## src/rtl/downcounter_jk.sv

```systemverilog
// -----------------------------------------------------------------------------
// downcounter_jk
//   Modulo-MOD synchronous down counter whose state bits are individual JK
//   flip-flop cells. Counts MOD-1 down to 0 and wraps back to MOD-1.
//   Adds a synchronous parallel load (clamped to MOD-1), a count enable,
//   a combinational zero flag and a registered one-cycle borrow pulse.
//
// Parameters
//   WIDTH  number of count bits (1..16)
//   count modulus, parameter MOD (2..2**WIDTH)
//
// Ports
//   clk       in   rising-edge clock
//   reset     in   asynchronous, active-high reset (Q=0, borrow=0)
//   en        in   count enable; decrement on the clock edge when high
//   load      in   synchronous parallel load; has priority over en
//   load_val  in   [WIDTH-1:0] value loaded when load=1
//   Q         out  [WIDTH-1:0] current count
//   zero      out  combinational, high while Q==0
//   borrow    out  registered, one-cycle pulse after a 0 -> MOD-1 wrap
// -----------------------------------------------------------------------------

// Single JK storage cell with asynchronous active-high clear.
//   {j,k} = 00 hold, 01 clear, 10 set, 11 toggle.
module jk_ff (
   input  logic clk,
   input  logic reset,
   input  logic j,
   input  logic k,
   output logic q
);

   // NOTE: sequential state is assigned with non-blocking (<=) so every
   // flop samples pre-edge values regardless of evaluation order.
   always_ff @(posedge clk or posedge reset) begin
      if (reset) begin
         q <= 1'b0;
      end else begin
         case ({j, k})
            2'b01:   q <= 1'b0;
            2'b10:   q <= 1'b1;
            2'b11:   q <= ~q;
            default: q <= q;
         endcase
      end
   end

endmodule

module downcounter_jk #(
   parameter int WIDTH = 3,
   parameter int MOD   = 8
) (
   input  logic             clk,
   input  logic             reset,
   input  logic             en,
   input  logic             load,
   input  logic [WIDTH-1:0] load_val,
   output logic [WIDTH-1:0] Q,
   output logic             zero,
   output logic             borrow
);

   // Wrap / clamp value as a WIDTH-bit vector.
   localparam int             MAX_INT    = MOD - 1;
   localparam logic [WIDTH-1:0] MAX_VAL  = MAX_INT[WIDTH-1:0];

   // When the modulus fills the whole bit range, the wrap from 0 is just an
   // ordinary binary decrement (0 - 1 = all ones), so the toggle path handles it.
   localparam bit             FULL_RANGE = (MOD == 2 ** WIDTH);

   logic             q_is_zero;
   logic             use_toggle;
   logic [WIDTH-1:0] load_clamped;
   logic [WIDTH-1:0] low_zero;     // low_zero[i] = all bits below i are 0
   logic [WIDTH-1:0] next_val;
   logic [WIDTH-1:0] j;
   logic [WIDTH-1:0] k;

   assign q_is_zero    = (Q == '0);
   assign zero         = q_is_zero;
   assign load_clamped = (load_val > MAX_VAL) ? MAX_VAL : load_val;

   // Decrement by toggling: a bit flips when every lower bit is 0.
   assign use_toggle = ~load & en & (~q_is_zero | FULL_RANGE);

   always_comb begin
      low_zero[0] = 1'b1;
      for (int i = 1; i < WIDTH; i++) begin
         low_zero[i] = low_zero[i-1] & ~Q[i-1];
      end
   end

   // NOTE: every output of this always_comb gets a default first, so no path
   // leaves a signal unassigned and no latch is inferred.
   always_comb begin
      next_val = Q;                      // hold
      if (load) begin
         next_val = load_clamped;
      end else if (en) begin
         next_val = MAX_VAL;             // wrap; only used when not toggling
      end

      if (use_toggle) begin
         j = low_zero;
         k = low_zero;
      end else begin
         // Drive each cell straight to next_val; hold gives j=k=0.
         j = next_val & ~Q;
         k = ~next_val & Q;
      end
   end

   for (genvar g = 0; g < WIDTH; g++) begin : g_bit
      jk_ff u_cell (
         .clk   (clk),
         .reset (reset),
         .j     (j[g]),
         .k     (k[g]),
         .q     (Q[g])
      );
   end

   // Borrow marks the edge on which the counter wrapped from 0 to MOD-1.
   always_ff @(posedge clk or posedge reset) begin
      if (reset) begin
         borrow <= 1'b0;
      end else begin
         borrow <= ~load & en & q_is_zero;
      end
   end

endmodule

```

## config.mk

```make
export PLATFORM = sky130hd
export DESIGN_NAME = downcounter_jk
export DESIGN_NICKNAME = d
export VERILOG_FILES = /design/src/rtl/downcounter_jk.sv
export SDC_FILE = /design/constraint.sdc
export NUM_CORES = 1
export LEC_CHECK = 0
export ABC_AREA = 1
export BUFFER_PORTS_ARGS = -buffer_cell sky130_fd_sc_hd__buf_2
export CORE_AREA = 3 3 40 42
export DETAILED_ROUTE_END_ITERATION = 7
export DIE_AREA = 0 0 43 45
export PLACE_DENSITY_LB_ADDON = 0.3
export SLEW_MARGIN = 20
export SYNTH_ARGS = -nofsm -noshare
export SYNTH_HDL_FRONTEND = slang
export SYNTH_SLANG_ARGS = --single-unit
```

## constraint.sdc

```tcl
create_clock -name clk -period 2.2 [get_ports clk]
set_input_delay 0.44 -clock clk [delete_from_list [all_inputs] [get_ports clk]]
set_output_delay 0.44 -clock clk [all_outputs]
set_load 0.01 [all_outputs]
```

==> results.cfg, run 1 <==
[floorplan]
die_area_mm2 = 0.00194
fp.dieW_um = 43
initial_core_util_pct = 18.5
pin_count = 12
coreArea_mm2 = 0.00128
std_cell_rows = 13
die_h_um = 45

[clocking]
root_buffer = clkbuf_4
cts_setup_buffers = 0
cts.clk_slew.worst_paths_ns = 0.04
cts_buffers = 3
insertion_delay_ns = 0.23
clkSinkCount = 4
clock_path_buffers = 2
holdBufCountCts = 0
cts-resized-gates = 0
cts_tree = done
h-tree-depth = 1

[synthesis]
synth_top_family_by_area = simple AND/OR/NAND/NOR gates
syn_inst = 34
ys_seq_area_share_pct = 42.1
synth_compound_area_share_pct = 2.11
synthAdderAreaFrac_pct = 0
synth_mux_area_share_pct = 0
synth_warnings = 0
ys_types = 11
synth-simple-area-share_pct = 36.8
synth_nets = 41
syn_area_um2 = 238
synth-seq-cells = 4
yosys.area_share.xor_xnor_pct = 0
syn_area_per_cell_um2 = 6.99

[critical_path]
path_class = flop to output port
endpoint_kind = output port
reg2reg_slack_ns = 1.35
required_ns = 1.76
timing.rr.start = g_bit[0].u_cell.q
r2r-end = g_bit[2].u_cell.q
path_max_fanout = 5
ff2ff_path_depth = 4
cp-startpoint = g_bit[0].u_cell.q
cp.arrival_ns = 0.96
start_kind = flop

[power]
p_seq_share_pct = 40.6
internal-power_uw = 160
p_clk_share_pct = 40.3
powerDensity_mw_per_mm2 = 694
switchingPower_uw = 56.6
total_leakage_power_nw = 0.188
switching_share_pct = 26.2
finalPower_uw = 216
ir_drop_mv = 0.127
pwr-share-comb_pct = 19.1

[sta]
hold_violations = 0
holdWs_ns = 0.0823
setup_tns_ns = 0
post-route-min-period_ns = 1.40
final-max-slew-violation-count = 0
setup_viol = 0
rsz0062_at_grt = no
fmax_mhz = 713
finClkSkew_ns = 0.00348
min_period_over_period_pct = 63.7
tightestPinTransition_ns = 0.148
relSlewSlack_pct = 90.1

[cells_and_area]
final_cell_mix = 11 x buf_2, 9 x nand2_1, 5 x inv_1, 5 x nor2_1, 4 x dfrtp_1
filler_cell_count = 159
syn_to_final_growth_pct = 31.1
final_common_cell = buf_2
drive_gt1_share_pct = 37.8
nets = 54
fin_cells = 60
fin_area_um2 = 312
n_antenna_cell = 0

[route]
drt_iter0_drc = 3
avgViaCountPerCell = 3.68
routed_wl_um = 463
ant_nets = 0
avgRoutedWirePerCell_um = 7.72
drc = 0
vias = 221
firstDrtPassIters = 4

[placement]
gp_congestion = 0.698
placed_cells = 57
port_buffers = 11
dpl_cell_area_um2 = 289
hpwl_um = 387

[global_route]
grt_pass1_vias = 183
antenna_found_initial = 0
grt_max_degree = 6
grt_pass1_wl_um = 676
grt_usage_pct = 5.26
overflow = 0

[run]
maxCapViolations = 0

[worst_hold_path]
min_path_type = input pin to async pin

[status]
status = finished, final reports clean
layout make-up:
class	count	area [um^2]	area share, %
Timing Repair Buffer	11	55.1	17.7
Inverter	6	22.5	7.23
Tap cell	15	18.8	6.02
Multi-Input combinational cell	21	92.6	29.7
Sequential cell	4	100	32.1
Clock buffer	3	22.5	7.23
per-stage QoR:
stage                     setup WS, ns  utilization, %
after floorplan                   1.05               -
after global placement            1.05            22.5
after detailed placement          1.04            22.5
after CTS                        0.790            24.2
after global routing             0.675            24.2
final                            0.798            24.2
power by group through the flow:
stage               logic (mW)  registers (mW)  clock network, mW
finish                  0.0413          0.0877             0.0872
global route            0.0472          0.0894             0.0929
CTS                     0.0420          0.0878             0.0923
detailed placement      0.0419          0.0888                  0
global placement        0.0433          0.0882                  0
floorplan               0.0330          0.0874                  0
critical path: stages, from the launching register on:
cell and delay [ns]:
dfrtp_1 0.41, nor3_1 0.18, buf_2 0.15
state kept, by name, indices dropped and copies added (netlist names):
register	count
borrow	1
g_bit.u_cell.q	3
Yosys cell counts, drive strengths merged:
master	n	area, um^2
a21oi	1	5.00
buf	3	22.5
dfrtp	4	100
inv	6	22.5
nand2	9	33.8
nand3	2	10.0
nand3b	1	7.51
nor2	7	31.3
nor3	1	5.00
worst max path at each step:
stage,to,slack [ns],depth (start not counted)
6_report,zero,0.80,2
5_1_grt,zero,0.68,2
4_1_cts,zero,0.79,2
3_5_place_dp,zero,1.04,2
3_3_place_gp,zero,1.05,2
2_1_floorplan,zero,1.05,1
cell families after synthesis:
kind of cell	Yosys count
buffers and inverters	9
AO/OA/AOI/OAI	1
flip-flops	4
AND/OR/NAND/NOR	20
routing by layer:
| layer | wire [um] | part of all wire [%] | vias up | track usage, % |
|---|---|---|---|---|
| li1 | - | - | 121 | - |
| met4 | 5 | 1.1 | 0 | 7.23 |
| met2 | 159 | 34 | 13 | 5.69 |
| met5 | 0 | 0 | - | 0 |
| met1 | 228 | 49 | 85 | 6.07 |
| met3 | 69 | 15 | 2 | 2.79 |
No activity file was read; power rests on OpenSTA's default activity.
==> run 2: changes to the inputs <==
==> constraint.sdc (replaced) <==
create_clock -name clk -period 1.2 [get_ports clk]
set_input_delay 0.24 -clock clk [delete_from_list [all_inputs] [get_ports clk]]
set_output_delay 0.24 -clock clk [all_outputs]
set_load 0.01 [all_outputs]
==> run 2 against run 1 <==
  * Utilization is 2.3 points higher
  * Worst setup slack worse by 0.75 ns
  * Critical path depth is the same
  * Clock power rose by 81%
  * Non-clock buffer count grew 3
  * Design area grew 9.6%
  * Largest power group unchanged
  * Global-route usage rose by 0.33 points
==> results.cfg, run 2 (synthesis results as in run 1) <==
[cells_and_area]
syn_to_final_growth_pct = 43.7
n_antenna_cell = 0
nets = 57
fin_area_um2 = 342
fin_cells = 63
largest_reg_flops = 3
fin_util_pct = 26.6
top_register = g_bit.u_cell.q
top_regs = g_bit.u_cell.q: 3 flops, borrow: 1 flops
final_common_cell = buf_2
drive_gt1_share_pct = 41.7
final_cell_mix = 11 x buf_2, 9 x nand2_1, 5 x inv_1, 5 x nor2_1, 4 x dfrtp_1

[route]
avgRoutedWirePerCell_um = 7.65
drt_iter0_drc = 3
avgViaCountPerCell = 3.75
vias = 236
drc = 0
ant_nets = 0
firstDrtPassIters = 4
routed_wl_um = 482

[floorplan]
pin_count = 12
coreArea_mm2 = 0.00128
initial_core_util_pct = 18.5
die_area_mm2 = 0.00194
fp.dieW_um = 43
die_h_um = 45
std_cell_rows = 13

[sta]
fmax_mhz = 870
setup_tns_ns = 0
final-max-slew-violation-count = 0
tightestPinTransition_ns = 0.172
rsz0062_at_grt = no
finClkSkew_ns = 0.000644
setup_viol = 0
post-route-min-period_ns = 1.15
min_period_over_period_pct = 95.7
hold_violations = 0
relSlewSlack_pct = 88.6

[clocking]
cts.clk_slew.worst_paths_ns = 0.03
cts_buffers = 3
cts_tree = done
root_buffer = clkbuf_4
insertion_delay_ns = 0.23
clkSinkCount = 4
clock_path_buffers = 2
h-tree-depth = 1

[placement]
hpwl_um = 387
port_buffers = 11
dpl_cell_area_um2 = 289
placed_cells = 57
gp_congestion = 0.698

[worst_hold_path]
min_path_type = input pin to flop

[critical_path]
start_kind = flop
cp.arrival_ns = 0.91
path_class = flop to output port
required_ns = 0.96
endpoint_kind = output port
path_max_fanout = 2

[power]
p_seq_share_pct = 38.9
ir_drop_mv = 0.230
total_leakage_power_nw = 0.203
powerDensity_mw_per_mm2 = 1200
pwr-share-comb_pct = 22.6
switchingPower_uw = 106
p_clk_share_pct = 38.4
switching_share_pct = 25.8
internal-power_uw = 304
finalPower_uw = 410

[global_route]
grt_pass1_wl_um = 724
antenna_found_initial = 0
grt_pass1_vias = 193
grt_max_degree = 6
grt_usage_pct = 5.59
overflow = 0

[status]
status = finished, final reports clean

[run]
maxCapViolations = 0
## run 2: cell count changes in the layout (fill, tap and decap cells not counted), sizes merged
cell	previous run	this run
buf	11	13
dlygate4sd3	0	1
## run 2: worst paths after layout
| path | start | end | slack (ns) | cells past startpoint |
|---|---|---|---|---|
| max | g_bit[0].u_cell.q | zero | 0.05 | 2 |
| min | load_val[2] | g_bit[2].u_cell.q | 0.23 | 3 |
| max reg2reg | g_bit[0].u_cell.q | g_bit[2].u_cell.q | 0.26 | 5 |
| min reg2reg | g_bit[1].u_cell.q | g_bit[1].u_cell.q | 0.63 | 2 |
| max in group asynchronous | reset | g_bit[0].u_cell.q | 0.61 | 3 |
| min in group asynchronous | reset | g_bit[2].u_cell.q | 0.44 | 3 |
## run 2: metal layers
metal / vias to the layer above / track usage [%] / share of wire [%]
met4: 0 / 7.23 / 1.0
li1: 127 / - / -
met1: 94 / 6.55 / 49
met3: 2 / 2.39 / 14
met2: 13 / 6.59 / 35
met5: - / 0 / 0
## run 2: timing repair
action | CTS | global route
buffers inserted | 1 | 1
gates cloned | 0 | 0
endpoints found under the hold margin | 4 | 0
endpoints found under the setup margin | 1 | 1
gates resized for setup | 0 | 1
hold buffers | 1 | 0
## run 2: through the flow
stage | hold WS (ns) | setup WS, ns
after detailed placement | 0.124 | 0.239
after global placement | 0.125 | 0.253
after global routing | 0.272 | 0.000902
after floorplan | 0.00608 | 0.248
final | 0.230 | 0.0512
after CTS | 0.227 | 0.0317
## run 2: layout make-up
cell class              instances  area [um^2]
flip-flops and latches          4          100
inverters                       6         22.5
multi-input cells              21         97.6
fillers                       159          943
clock buffers                   3         22.5
well taps                      15         18.8
repair buffers                 14         80.1
## run 2: critical path, cell delays in order (launching register included)
cell     delay (ns)
dfrtp_1        0.37
nor3_2         0.16
buf_2          0.15
## run 2: power groups by stage
stage | Clock, mW | Combinational, mW | Sequential [mW]
after floorplan | 0 | 0.0605 | 0.160
after global placement | 0 | 0.0794 | 0.162
after detailed placement | 0 | 0.0768 | 0.163
after CTS | 0.169 | 0.0870 | 0.159
after global routing | 0.168 | 0.106 | 0.162
final | 0.158 | 0.0929 | 0.160
